**src/rtl/fll_ctrl.sv**
```systemverilog
// Frequency-lock controller: SAR search over the DCO code, then +/-1 tracking with lock detect.
// Owns the pfd counter clear so every decision window starts from a zero count difference.
module fll_ctrl #(
  parameter int unsigned CODE_W     = 8,
  parameter int unsigned WIN_CYCLES = 16,
  parameter int unsigned CLR_CYCLES = 2,
  parameter int unsigned LOCK_CNT   = 4,
  parameter bit          INVERT     = 1'b0
) (
  input  logic              ref_clk,
  input  logic              rst,
  input  logic              en,
  input  logic              fast,
  input  logic              slow,
  output logic [CODE_W-1:0] code,
  output logic              pfd_clr,
  output logic              searching,
  output logic              locked,
  output logic              sat
);

  localparam int unsigned IdxW   = (CODE_W > 1) ? $clog2(CODE_W) : 1;
  localparam int unsigned CntMax = (WIN_CYCLES > CLR_CYCLES) ? WIN_CYCLES : CLR_CYCLES;
  localparam int unsigned CntW   = (CntMax > 1) ? $clog2(CntMax) : 1;
  localparam int unsigned QW     = $clog2(LOCK_CNT + 1);

  localparam logic [CODE_W-1:0] MidCode = CODE_W'(1) << (CODE_W - 1);
  localparam logic [CODE_W-1:0] MaxCode = '1;
  localparam logic [IdxW-1:0]   TopIdx  = IdxW'(CODE_W - 1);
  localparam logic [CntW-1:0]   ClrLast = CntW'(CLR_CYCLES - 1);
  localparam logic [CntW-1:0]   WinLast = CntW'(WIN_CYCLES - 1);
  localparam logic [QW-1:0]     LockMax = QW'(LOCK_CNT);
  localparam logic [QW-1:0]     LockPre = QW'(LOCK_CNT - 1);

  typedef enum logic [1:0] {StIdle, StSar, StTrack} mode_e;
  typedef enum logic [1:0] {PhClr, PhWait, PhEval} phase_e;

  mode_e             mode_q;
  phase_e            phase_q;
  logic [CntW-1:0]   cnt_q;
  logic [IdxW-1:0]   bit_idx_q;
  logic [QW-1:0]     quiet_cnt_q;
  logic              fast_m_q, fast_s_q, slow_m_q, slow_s_q;
  logic              sel_flag, oth_flag, up, dn;
  logic [CODE_W-1:0] sar_code;

  assign sel_flag = INVERT ? fast_s_q : slow_s_q;
  assign oth_flag = INVERT ? slow_s_q : fast_s_q;
  assign up       = sel_flag & ~oth_flag;
  assign dn       = oth_flag & ~sel_flag;

  // Trial result for the current SAR bit, with the next lower bit pre-set.
  always_comb begin
    sar_code = code;
    if (dn) sar_code[bit_idx_q] = 1'b0;
    if (bit_idx_q != '0) sar_code[bit_idx_q - 1'b1] = 1'b1;
  end

  always_ff @(posedge ref_clk) begin
    if (rst) begin
      mode_q      <= StIdle;
      phase_q     <= PhClr;
      cnt_q       <= '0;
      bit_idx_q   <= TopIdx;
      quiet_cnt_q <= '0;
      fast_m_q    <= 1'b0;
      fast_s_q    <= 1'b0;
      slow_m_q    <= 1'b0;
      slow_s_q    <= 1'b0;
      code        <= MidCode;
      pfd_clr     <= 1'b1;
      searching   <= 1'b0;
      locked      <= 1'b0;
      sat         <= 1'b0;
    end else begin
      fast_m_q <= fast;
      fast_s_q <= fast_m_q;
      slow_m_q <= slow;
      slow_s_q <= slow_m_q;
      if (!en) begin
        mode_q    <= StIdle;
        pfd_clr   <= 1'b1;
        searching <= 1'b0;
        locked    <= 1'b0;
        sat       <= 1'b0;
      end else begin
        unique case (mode_q)
          StIdle: begin
            mode_q      <= StSar;
            phase_q     <= PhClr;
            cnt_q       <= '0;
            bit_idx_q   <= TopIdx;
            quiet_cnt_q <= '0;
            code        <= MidCode;
            pfd_clr     <= 1'b1;
            searching   <= 1'b1;
          end
          StSar, StTrack: begin
            unique case (phase_q)
              PhClr: begin
                if (cnt_q == ClrLast) begin
                  phase_q <= PhWait;
                  cnt_q   <= '0;
                  pfd_clr <= 1'b0;
                end else begin
                  cnt_q <= cnt_q + 1'b1;
                end
              end
              PhWait: begin
                if (cnt_q == WinLast) begin
                  phase_q <= PhEval;
                  cnt_q   <= '0;
                end else begin
                  cnt_q <= cnt_q + 1'b1;
                end
              end
              PhEval: begin
                phase_q <= PhClr;
                pfd_clr <= 1'b1;
                if (mode_q == StSar) begin
                  code <= sar_code;
                  if (bit_idx_q == '0) begin
                    mode_q    <= StTrack;
                    searching <= 1'b0;
                  end else begin
                    bit_idx_q <= bit_idx_q - 1'b1;
                  end
                end else if (up || dn) begin
                  quiet_cnt_q <= '0;
                  locked      <= 1'b0;
                  // A request beyond either end pins the code and flags saturation.
                  if ((up && code == MaxCode) || (dn && code == '0)) begin
                    sat <= 1'b1;
                  end else begin
                    sat  <= 1'b0;
                    code <= up ? code + 1'b1 : code - 1'b1;
                  end
                end else begin
                  sat <= 1'b0;
                  if (quiet_cnt_q != LockMax) quiet_cnt_q <= quiet_cnt_q + 1'b1;
                  if (quiet_cnt_q >= LockPre) locked <= 1'b1;
                end
              end
              default: phase_q <= PhClr;
            endcase
          end
          default: mode_q <= StIdle;
        endcase
      end
    end
  end

endmodule

```
**config.mk**
```make
export PLATFORM = sky130hd
export DESIGN_NAME = fll_ctrl
export DESIGN_NICKNAME = d
export VERILOG_FILES = /design/src/rtl/fll_ctrl.sv
export SDC_FILE = /design/constraint.sdc
export NUM_CORES = 1
export LEC_CHECK = 0
export CELL_PAD_IN_SITES_DETAIL_PLACEMENT = 1
export CELL_PAD_IN_SITES_GLOBAL_PLACEMENT = 2
export CORE_MARGIN = 10
export CORE_UTILIZATION = 35
export DETAILED_ROUTE_END_ITERATION = 10
export DONT_BUFFER_PORTS = 1
export PLACE_DENSITY_LB_ADDON = 0.12
export SYNTH_ARGS = -nofsm -noshare
export SYNTH_HDL_FRONTEND = slang
export SYNTH_SLANG_ARGS = --single-unit
```
**constraint.sdc**
```tcl
create_clock -name ref_clk -period 2.45 [get_ports ref_clk]
set_clock_uncertainty 0.15 [all_clocks]
set_input_delay 0.49 -clock ref_clk [delete_from_list [all_inputs] [get_ports ref_clk]]
set_output_delay 0.49 -clock ref_clk [all_outputs]
set_load 0.01 [all_outputs]
```
==> results.yml, run 1 <==
pwr:
  p_int_mw: 1.058
  p_per_area_nw_per_um2: 712.5
  p_seq_share_pct: 33.5
  switchingPower_uw: 687.1
  swShare_pct: 39.38
  power_frac_comb_pct: 40.7
  pwr-share-clk_pct: 25.8
  p_leak_nw: 0.9303
  power_mw: 1.745
  vdd_ir_drop_max_v: 0.0002715
sta:
  slew-limit-headroom_pct: 67.32
  tns_ns: 0
  slew_viol_final: 0
  max_slew.worst_pin.slew_ns: 0.4840
  fin_crit_sh_pct: 94.02
  final-setup-viol-count: 0
  max_freq_mhz: 434.1
  min_period_ns: 2.303
  hold_viol: 0
  rsz0062_at_grt: "no"
clock_tree:
  cts_made_buffers: 5
  post_cts.repair.setup_buffers: 0
  clk_path_buf_depth: 2
  insertion_delay_ns: 0.29
  path_clk_slew_ns: 0.08
  cts_tree: "built"
  cts_sinks: 30
  h-tree-depth: 2
  cts_root_buffer: "clkbuf_8"
floorplan:
  initial_core_util_pct: 36.42
  row_count: 28
  core-area_sq_um: 5991
  num_io_pins: 17
  fp.dieH_microns: 98.96
  die_w_microns: 98.96
  die-area_sq_um: 9793
synth:
  async_reset_ff_share_pct: 0
  syn_inst: 269
  yosysTopAreaCell: "dfxtp_1"
  synth_top_area_share_pct: 27.52
  syn-cell-area_sq_um: 2182
  ys_seq_area_share_pct: 27.52
  syn_nets: 294
  synth_seq_cells: 30
  ys_types: 58
  synth_ff_type: "dfxtp_1"
  yosysWarnings: 0
  netlist_top_cells_area: "dfxtp_1 (28%), ha_1 (11%), nor2_1 (5.0%)"
  syn_avg_cell_area_sq_um: 8.112
  synth_edf_count: 0
critical_path:
  rrSetupSlack_ns: 0.15
  worstPathArrival_ns: 2.37
  cp.required_ns: 2.52
  crit_fanout: 3
  critical_path.cell_chain: "inv_1 > ha_1 > inv_1 > ha_1 > a211oi_1 > o21ai_1 > a211o_1 > a21o_1 > a41oi_1"
  crit_slowest_cell: "dfxtp_1"
  critPathLaunchType: "flip-flop"
  worstSetupStartpoint: "fast_s_q$_SDFF_PP0_"
  reg2regPathDepth: 9
  path_class: "reg -> reg"
  critPathCaptureType: "flip-flop"
  reg2reg_from: "fast_s_q$_SDFF_PP0_"
  cpPeakStageDelay_ns: 0.33
route:
  drt_pass1_iterations: 4
  num_vias: 2014
  drt-total-wl_microns: 6282
  drc_errors: 0
  drtAntennaViolNets: 0
  initialDrtViolationCount: 109
  drt-vias-per-instance: 5.626
  routedWlPerCell_microns: 17.55
layout:
  final-seq-area_sq_um: 600.6
  layout_common_cells: "dfxtp_1 (30), nor2_1 (29), inv_1 (20)"
  final_common_cell: "dfxtp_1"
  final_cell_area_sq_um: 2449
  antenna_cells: 0
  multiInputGateArea_sq_um: 1464
  fillers: 730
  area_growth_pct: 12.21
  final_util_pct: 40.87
  nets: 307
  final_cells: 358
  drive_gt1_share_pct: 11.66
outcome:
  outcome: "complete, no violations"
placement:
  dp_cells: 350
  post-dp-hpwl_microns: 4852
  gp_congestion: 0.7808
  dpl_cell_area_sq_um: 2352
  portBuffers: 0
global_route:
  overflow: 0
  antenna_found_initial: 0
  grt_pass1_vias: 1982
  grt_max_degree: 27
  grt_pass1_wl_microns: 10630
  track_usage_pct: 12.96
hold_path:
  min_path_type: "in -> reg"
  hp-start: "rst"
  min_delay_path_depth: 1
job:
  drv_cap: 0
[path summary, 6_finish.rpt]
kind | to
max | code[7]$_SDFFE_PP1P_
min | cnt_q[2]$_SDFFE_PP0P_
max reg2reg | code[7]$_SDFFE_PP1P_
min reg2reg | sel_flag$_SDFF_PP0_
[kinds of logic after synthesis]
logic type | after synthesis | synth area share [%]
muxes | 2 | 0.9175
and+or+nand+nor | 105 | 27.06
buffers and inverters | 30 | 5.447
xor gates and xnor gates | 1 | 0.4014
DFF | 30 | 27.52
adders and majority gates | 20 | 11.81
AOI/OAI and AO/OA | 81 | 26.84
[Yosys cell counts (2+ instances only)]
master / number
o21ai_0: 14
nand2b_1: 11
ha_1: 19
nand4b_1: 2
and2_1: 2
o22a_1: 2
nand2_1: 11
o211ai_1: 2
o22ai_1: 2
or3_1: 4
nand3_1: 3
a211o_1: 3
o211a_1: 2
and3_1: 2
mux2i_1: 2
o311ai_0: 3
buf_2: 3
o21a_1: 2
a21o_1: 2
clkbuf_2: 2
a21oi_1: 18
nor3_1: 7
a211oi_1: 5
nor2_1: 29
nor4_1: 3
a31oi_1: 3
o21bai_1: 2
inv_1: 20
or4_1: 4
a41oi_1: 3
nor2b_1: 13
clkbuf_1: 5
nand4_1: 4
o32ai_1: 3
o31ai_1: 5
dfxtp_1: 30
[sequential cells by signal (all words and copies together), names as in the netlist, 2 cells and up]
| signal | cells |
|---|---|
| quiet_cnt_q | 3 |
| cnt_q | 4 |
| mode_q | 2 |
| bit_idx_q | 3 |
| phase_q | 2 |
| code | 8 |
[timing repair]
| item | CTS | global route |
|---|---|---|
| hold buffers | 0 | 0 |
| gates resized for setup | 0 | 2 |
| endpoints found under the setup margin | 0 | 2 |
[area by class of cell]
type	count	area share [%]
multi-input combinational	209	59.79
timing repair buffer	16	4.905
sequential	30	24.53
tap	75	3.832
inverter	20	3.066
clock buffer	6	3.373
clock inverter	2	0.5110
[worst max-delay path: cells and delay by family (launching register included)]
kind | cells | cell delay, ns
buffers and inverters | 2 | 0.17
adders and majority gates | 2 | 0.46
DFF | 1 | 0.33
AOI/OAI and AO/OA | 5 | 1.13
[routing by layer]
layer / vias to the layer above / wire length (microns) / track usage [%]
met1: 972 / 3283 / 18.25
met2: 20 / 2733 / 19.44
met4: 0 / 48 / 3.197
met5: - / 0 / 0
li1: 1017 / - / -
met3: 5 / 215 / 2.654
[through the flow]
step                hold slack, ns  setup slack, ns
floorplan                   0.2638           0.2389
global placement            0.2744           0.1409
detailed placement          0.2834           0.1206
CTS                         0.1055           0.1015
global route                0.1047         0.003021
finish                      0.1103           0.1466
[power by group through the flow]
stage,clock (mW),sequential (mW),combinational [mW]
after global placement,0,0.597,0.699
after detailed placement,0,0.599,0.706
final,0.450,0.585,0.709
after floorplan,0,0.586,0.516
after CTS,0.459,0.587,0.708
after global routing,0.475,0.594,0.797
(Power assumes the default switching activity.)
==> run 2, diff against run 1 <==
CORE_UTILIZATION = 38   (was 35)
RECOVER_POWER = 100   (was not set)
==> run 2 against run 1 <==
Effect of this change:
- flip-flop and latch count is the same
- worst hold slack gained 0.0071 ns
- fmax shrank 2.3%
- design area shrank 2.0%
- critical path type unchanged
- global-route usage grew 1.4 points
- critical endpoint is now code[5]$_SDFFE_PP0P_
- critical path depth grew 1
- power grew 0.33%
- register-to-register slack lost 0.05 ns
- sequential share of layout area grew 0.51 points
- die area shrank 6.3%
==> results.yml, run 2 (synthesized netlist as in run 1, its figures left out) <==
critical_path:
  worstReg2RegEnd: "code[5]$_SDFFE_PP0P_"
  cpPeakStageDelay_ns: 0.32
  critical_path.cell_chain: "inv_1 > ha_1 > inv_1 > buf_4 > ha_1 > o21ai_0 > nor2_1 > o21a_1 > o211a_1 > a31o_2"
  cp.required_ns: 2.48
  reg2reg_from: "fast_s_q$_SDFF_PP0_"
  critPathCaptureType: "flip-flop"
  worstPathArrival_ns: 2.39
  crit_slowest_cell: "dfxtp_1"
  rrSetupSlack_ns: 0.09
  critPathLaunchType: "flip-flop"
  path_class: "reg -> reg"
  crit_fanout: 4
  reg2regPathDepth: 10
floorplan:
  fp.dieH_microns: 95.78
  initial_core_util_pct: 39.39
  row_count: 27
  die-area_sq_um: 9174
  num_io_pins: 17
  core-area_sq_um: 5540
  die_w_microns: 95.78
sta:
  slew_viol_final: 0
  max_slew.worst_pin.slew_ns: 0.5826
  hold_viol: 0
  slew-limit-headroom_pct: 60.67
  min_period_ns: 2.358
  max_freq_mhz: 424.2
  rsz0062_at_grt: "no"
  tns_ns: 0
  final-setup-viol-count: 0
  fin_crit_sh_pct: 96.23
route:
  drtAntennaViolNets: 0
  routedWlPerCell_microns: 17.80
  drc_errors: 0
  drt-total-wl_microns: 6265
  num_vias: 2021
  initialDrtViolationCount: 102
  drt-vias-per-instance: 5.741
  drt_pass1_iterations: 4
outcome:
  outcome: "complete, no violations"
clock_tree:
  path_clk_slew_ns: 0.07
  cts_made_buffers: 5
  insertion_delay_ns: 0.29
  cts_tree: "built"
  cts_root_buffer: "clkbuf_8"
  cts_sinks: 30
  h-tree-depth: 2
  postCtsHoldBufs: 0
  clk_path_buf_depth: 2
hold_path:
  hp-start: "rst"
  min_path_type: "in -> reg"
  min_to: "phase_q[0]$_SDFFE_PP0P_"
  min_delay_path_depth: 1
pwr:
  p_per_area_nw_per_um2: 729.8
  vdd_ir_drop_max_v: 0.0002520
  p_leak_nw: 0.9042
layout:
  antenna_cells: 0
  area_growth_pct: 9.920
  final_cells: 352
  final_util_pct: 43.29
  final_common_cell: "dfxtp_1"
  top_regs: "code (8), cnt_q (4)"
  final_cell_area_sq_um: 2399
  largest_register_ffs: 8
  drive_gt1_share_pct: 8.214
  layout_common_cells: "dfxtp_1 (30), nor2_1 (29), inv_1 (20)"
  regMostFlops: "code"
  nets: 304
global_route:
  grt_pass1_wl_microns: 10400
  track_usage_pct: 14.37
  antenna_found_initial: 0
  grt_max_degree: 27
  grt_pass1_vias: 2027
  overflow: 0
placement:
  portBuffers: 0
  gp_congestion: 0.8655
  dp_cells: 344
  post-dp-hpwl_microns: 4795
  dpl_cell_area_sq_um: 2326
job:
  drv_cap: 0
## run 2: cell type report
cell class	count	area (sq um)
fill	697	3142
multi-input combinational	209	1446
sequential	30	600.6
clock buffer	8	110.1
tap	72	90.09
timing repair buffer	13	76.32
inverter	20	75.07
## run 2: routing by layer
metal	up-vias	track usage [%]	share of wire, %
li1	1011	-	-
met1	964	19.45	49
met2	39	22.29	45
met3	7	3.268	5.0
met4	0	4.054	1.1
met5	-	0	0
## run 2: power by group
| group | total, mW | leakage (nW) | internal, mW | switching [mW] |
|---|---|---|---|---|
| clock network | 0.481 | 0.0575 | 0.284 | 0.197 |
| registers | 0.589 | 0.244 | 0.528 | 0.0613 |
| logic | 0.680 | 0.603 | 0.280 | 0.400 |
| total | 1.75 | 0.904 | 1.09 | 0.659 |
## run 2: worst max-delay path: cells and delay by family (launching register included)
family	cells	cell delay, ns
fa+ha+maj	2	0.55
simple gates	1	0.11
flops	1	0.32
compound gates	4	0.80
buf+inv	3	0.31
## run 2: per-stage QoR
step                      total power [mW]  worst slack [ns]  hold slack, ns
after floorplan                      1.101            0.2389          0.2638
final                                1.750           0.09241          0.1174
after detailed placement             1.299            0.1208          0.2927
after global placement               1.300            0.1815          0.2960
after global routing                 1.882          0.005788          0.1034
after CTS                            1.786           0.07963          0.1080
## run 2: how the worst max path moves through the flow
stage,start,end,slack (ns),depth (start not counted)
global placement,fast_s_q$_SDFF_PP0_,code[7]$_SDFFE_PP1P_,0.18,9
floorplan,fast_s_q$_SDFF_PP0_,code[5]$_SDFFE_PP0P_,0.24,9
CTS,bit_idx_q[1]$_SDFFE_PP1P_,code[6]$_SDFFE_PP0P_,0.08,8
finish,fast_s_q$_SDFF_PP0_,code[5]$_SDFFE_PP0P_,0.09,10
global route,bit_idx_q[1]$_SDFFE_PP1P_,code[5]$_SDFFE_PP0P_,0.006,7
detailed placement,fast_s_q$_SDFF_PP0_,code[7]$_SDFFE_PP1P_,0.12,9
## run 2: timing repair
action	CTS	global route
resized for setup	0	2
setup buffers	0	0
setup endpoints to repair	0	2
==> edit 1, RTL diff (settings of run 2) <==
Encoding of `mode_e`: now one-hot (3 bits for 3 values).
--- a/src/rtl/fll_ctrl.sv
+++ b/src/rtl/fll_ctrl.sv
@@ -33,5 +33,5 @@
   localparam logic [QW-1:0]     LockPre = QW'(LOCK_CNT - 1);
 
-  typedef enum logic [1:0] {StIdle, StSar, StTrack} mode_e;
+  typedef enum logic [2:0] {StIdle = 3'b001, StSar = 3'b010, StTrack = 3'b100} mode_e;
   typedef enum logic [1:0] {PhClr, PhWait, PhEval} phase_e;
 
Behaviour: same outputs for any inputs over 10 cycles, from zero or initial values and one cycle with rst high; not proved beyond that.
==> edit 1 against run 2 <==
- sequential cell count is 1 higher
- maximum frequency is 2.8% higher
- cell area is 0.26% higher
- worst setup slack better by 0.064 ns
- die area is 0.72% higher
- area after synthesis is 0.92% higher
- non-clock buffer count stayed put
- synthesized cell count is 1.5% higher
- wire length is 3.1% higher
Power is not compared: it rests on default switching activity, and its combinational part moved more than twofold at a synthesized area within 25%.
==> edit 1: results (changes against run 2) <==
stage	metric	value	unit	change
outcome	status	completed		unchanged
cells_and_area	nets	304		unchanged
grt	grt_pass1_wl	10900	microns	was 10400 microns
worst_setup_path	arrival	2.35	ns	was 2.39 ns
grt	grt_max_degree	21		was 27
synth	yosys-top-cells-area	dfxtp_1 28%, ha_1 8.5%, a21oi_1 4.5%		was dfxtp_1 28%, ha_1 11%, nor2_1 5.0%
synth	synth_fa_ha_area_share	9.43	%	was 11.8%
clock_tree	cts_setup_buffers	0		unchanged
pwr	ir_drop	0.000289	V	
worst_setup_path	crit_fanout	6		was 4
routing	wl_per_cell	18.1	microns	was 17.8 microns
clock_tree	clk_pin_slew	0.07	ns	about the same
synth	synth_seq_area_share	28.2	%	was 27.5%
grt	grtUsageTotal	14.9	%	was 14.4%
cells_and_area	nFillCells	710		was 697
worst_setup_path	ff2ff_setup_slack	0.16	ns	was 0.09 ns
synth	synth_mux_area_share	1.88	%	was 0.917%
cells_and_area	drive_gt1_share	9.15	%	was 8.21%
sta	period_needed	2.29	ns	was 2.36 ns
worst_setup_path	worstRegToRegCells	9		was 10
clock_tree	clk_latency	0.29	ns	about the same
synth	synthTopCellsByCount	31 x dfxtp_1, 23 x nor2_1, 20 x a21oi_1, 17 x inv_1, 16 x o21ai_0		was 30 x dfxtp_1, 29 x nor2_1, 20 x inv_1, 19 x ha_1, 18 x a21oi_1
place	pre_cts_ws	0.0690	ns	was 0.121 ns
synth	synthDistinctLibCells	59		was 58
synth	synth-compound-area-share	25.7	%	was 26.8%
worst_setup_path	endpoint	code[7]		was code[5]
sta	relSlewSlack	65.8	%	was 60.7%
place	gp_congestion	0.826		was 0.866
place	hpwl	4920	microns	was 4790 microns
grt	grt_pass1_vias	2094		was 2027
routing	avgViaCountPerCell	5.88		was 5.74
routing	drt_iter0_markers	80		was 102
synth	synthXorXnorAreaFrac	1.53	%	was 0.401%
edit 1: per-layer routing:
layer / global-route usage, % / up-vias / share of wire, %
met4: 5.16 / 0 / 1.2
met2: 22.5 / 44 / 44
met3: 3.66 / 7 / 6.1
li1: - / 1034 / -
met1: 20.2 / 1007 / 48
met5: 0 / - / 0
edit 1: kinds of logic (layout without fill, tap and decap cells):
family	count (synthesis)	after routing
AOI/OAI and AO/OA	83	83
and+or+nand+nor	109	109
DFF	31	31
adders and majority gates	16	16
muxes	4	4
buffers and inverters	27	38
xor gates and xnor gates	3	3
edit 1: layout make-up:
class / instances / area share, %
clock inverters: 1 / 0.312
multi-input cells: 215 / 60.2
repair buffers: 13 / 3.23
inverters: 17 / 2.65
flip-flops and latches: 31 / 25.8
clock buffers: 7 / 4.01
well taps: 72 / 3.75
edit 1: per-stage QoR:
step                      cells  hold slack (ns)  instance area, sq um
after CTS                   356            0.101                  2450
after global placement      348            0.267                  2340
final                       356            0.108                  2400
after detailed placement    348            0.275                  2340
after global routing        356           0.0944                  2400
after floorplan             273            0.264                  2200
edit 1: report_power, final:
part	switching, mW	total, mW	internal [mW]
clock	0.215	0.470	0.256
combinational	0.0795	0.134	0.0544
sequential	0.0134	0.526	0.512
total	0.307	1.13	0.822
edit 1: critical path, cell delays in order (launching register included):
cell and delay, ns:
dfxtp_1 0.33, inv_1 0.04, ha_1 0.21, inv_2 0.12, ha_1 0.27, a211oi_1 0.24, o21a_1 0.16, a21oi_1 0.07
or3b_2 0.44, a22oi_1 0.18
edit 1: worst min path at each step:
stage | cells past startpoint | slack [ns] | end
5_1_grt | 1 | 0.09 | phase_q[1]
3_5_place_dp | 1 | 0.27 | fast_s_q
3_3_place_gp | 1 | 0.27 | sel_flag
4_1_cts | 1 | 0.10 | cnt_q[2]
2_1_floorplan | 1 | 0.26 | fast_s_q
6_report | 1 | 0.11 | cnt_q[2]
==> edit 2, RTL diff (config.mk and constraints of run 2) <==
Made on the original files. `WIN_CYCLES`: 16 -> 32.
--- a/src/rtl/fll_ctrl.sv
+++ b/src/rtl/fll_ctrl.sv
@@ -3,5 +3,5 @@
 module fll_ctrl #(
   parameter int unsigned CODE_W     = 8,
-  parameter int unsigned WIN_CYCLES = 16,
+  parameter int unsigned WIN_CYCLES = 32,
   parameter int unsigned CLR_CYCLES = 2,
   parameter int unsigned LOCK_CNT   = 4,
Check against the original RTL: same outputs for any inputs over 10 cycles, from zero or initial values and one cycle with rst high; that may be too few to reach the edited logic, so the function may still have changed.
==> edit 2 against run 2 <==
- area after synthesis increased by 1.2%
- total power fell by 4.5%
- first-iteration DRC count unchanged
- critical path depth fell by 2
- cell area is essentially flat
- sequential power rose by 1%
- combinational power fell by 1%
- worst hold slack lost 0.011 ns
- non-clock buffer count did not move
- wire length shrank 3.4%
- via count fell by 0.54%
- sequential cell count is 1 higher
- worst setup slack improved by 0.077 ns
==> edit 2: results (changes against run 2) <==
stage	metric	value	unit	change
routing	wl_per_cell	17.3	microns	was 17.8 microns
synth	yosys-top-cells-area	dfxtp_1 28%, ha_1 11%, a21oi_1 5.0%		was dfxtp_1 28%, ha_1 11%, nor2_1 5.0%
synth	synth_fa_ha_area_share	12.2	%	was 11.8%
outcome	status	completed		unchanged
grt	grtUsageTotal	14.1	%	was 14.4%
grt	grt_pass1_wl	10400	microns	about the same
cells_and_area	drive_gt1_share	10.0	%	was 8.21%
clock_tree	clockBufferDepth	2		unchanged
grt	antenna_found_initial	0		unchanged
clock_tree	cts_resized	0		unchanged
clock_tree	cts_htree_levels	2		unchanged
routing	drt_iter0_markers	102		unchanged
cells_and_area	nFillCells	718		was 697
sta	fin_worst_hold_slack	0.107	ns	was 0.117 ns
clock_tree	clk_pin_slew	0.07	ns	about the same
clock_tree	clk_latency	0.29	ns	about the same
cells_and_area	largest_registers	code (8), cnt_q (5)		was code (8), cnt_q (4)
routing	drt_first_pass_iters	4		unchanged
synth	synth_mux_area_share	2.32	%	was 0.917%
min_path	hp-class	in -> reg		unchanged
sta	fin_crit_sh	93.1	%	was 96.2%
cells_and_area	diodes	0		unchanged
worst_setup_path	ff2ff_setup_slack	0.17	ns	was 0.09 ns
synth	synth_seq_area_share	28.1	%	was 27.5%
place	port_buffers	0		unchanged
grt	grt_pass1_vias	2023		was 2027
synth	synth-async-reset-ratio	0	%	unchanged
pwr	ir_drop	0.000260	V	was 0.000252 V
synth	syn_nets	294		unchanged
routing	finalWirelength	6060	microns	was 6270 microns
synth	synthXorXnorAreaFrac	1.59	%	was 0.401%
place	hpwl	4770	microns	was 4790 microns
synth	synth-compound-area-share	26.2	%	was 26.8%
routing	avgViaCountPerCell	5.73		was 5.74
place	gp_congestion	0.829		was 0.866
place	pre_cts_ws	0.203	ns	was 0.121 ns
pwr	leakage	0.937	nW	was 0.904 nW
cells_and_area	finalCoreUtilization	43.1	%	was 43.3%
worst_setup_path	cpPeakStageDelay	0.39	ns	was 0.32 ns
clock_tree	numCtsBuffers	5		unchanged
pwr	switching_share	39.4	%	was 37.6%
place	placed_area	2340	sq um	was 2330 sq um
synth	synthDistinctLibCells	57		was 58
run	maxCapViolCount	0		unchanged
synth	synthTopCellsByCount	31 x dfxtp_1, 27 x nor2_1, 22 x a21oi_1, 20 x ha_1, 19 x inv_1		was 30 x dfxtp_1, 29 x nor2_1, 20 x inv_1, 19 x ha_1, 18 x a21oi_1
worst_setup_path	crit_fanout	9		was 4
cells_and_area	nets	304		unchanged
place	placedCellCount	343		was 344
synth	yosysWarningCount	0		unchanged
clock_tree	cts_setup_buffers	0		unchanged
sta	relSlewSlack	65.1	%	was 60.7%
synth	syn-instance-count	268		was 269
grt	grt_max_degree	23		was 27
clock_tree	cts_root_buf	clkbuf_8		unchanged
worst_setup_path	critPathTopFamily	simple AND/OR/NAND/NOR gates		was compound AO/OA/AOI/OAI gates
worst_setup_path	crit_path_top_delay_cell	dfxtp_1		unchanged
[edit 2: final cells by class]
| cell class | instances | area share (%) |
|---|---|---|
| clock buffers | 6 | 3.02 |
| clock inverters | 2 | 0.521 |
| inverters | 21 | 3.28 |
| multi-input cells | 206 | 60.1 |
| flip-flops and latches | 31 | 25.9 |
| well taps | 72 | 3.75 |
| repair buffers | 13 | 3.44 |
[edit 2: worst paths after layout]
check	from	to	cells after the start
worst max-delay path	mode_q[0]	code[5]	8
worst max register to register	mode_q[0]	code[5]	8
worst min-delay path	rst	phase_q[0]	1
worst min register to register	slow_m_q	sel_flag	1
[edit 2: worst reg2reg max path, delay by kind of cell, from the launching register on]
kind                     cells  cell delay (ns)
AO/OA/AOI/OAI                2             0.40
adder cells (fa/ha/maj)      1             0.33
buffers and inverters        2             0.26
flip-flops                   1             0.39
AND/OR/NAND/NOR              3             0.64
[edit 2: cell families after synthesis]
| family | count (synthesis) |
|---|---|
| simple gates | 97 |
| compound gates | 79 |
| buf+inv | 31 |
| flops | 31 |
| fa+ha+maj | 21 |
| mux | 5 |
| xor+xnor | 4 |
[edit 2: metal layers]
layer | GRT usage (%) | part of all wire, % | up-vias
met4 | 5.04 | 1.8 | 0
met3 | 3.81 | 3.6 | 11
li1 | - | - | 1005
met5 | 0 | 0 | -
met2 | 21.6 | 45 | 20
met1 | 18.3 | 49 | 974
[edit 2: power by group through the flow]
stage	combinational, mW	sequential (mW)	clock [mW]
detailed placement	0.684	0.609	0
CTS	0.687	0.598	0.418
global placement	0.681	0.607	0
global route	0.755	0.603	0.439
finish	0.673	0.596	0.402
floorplan	0.504	0.600	0
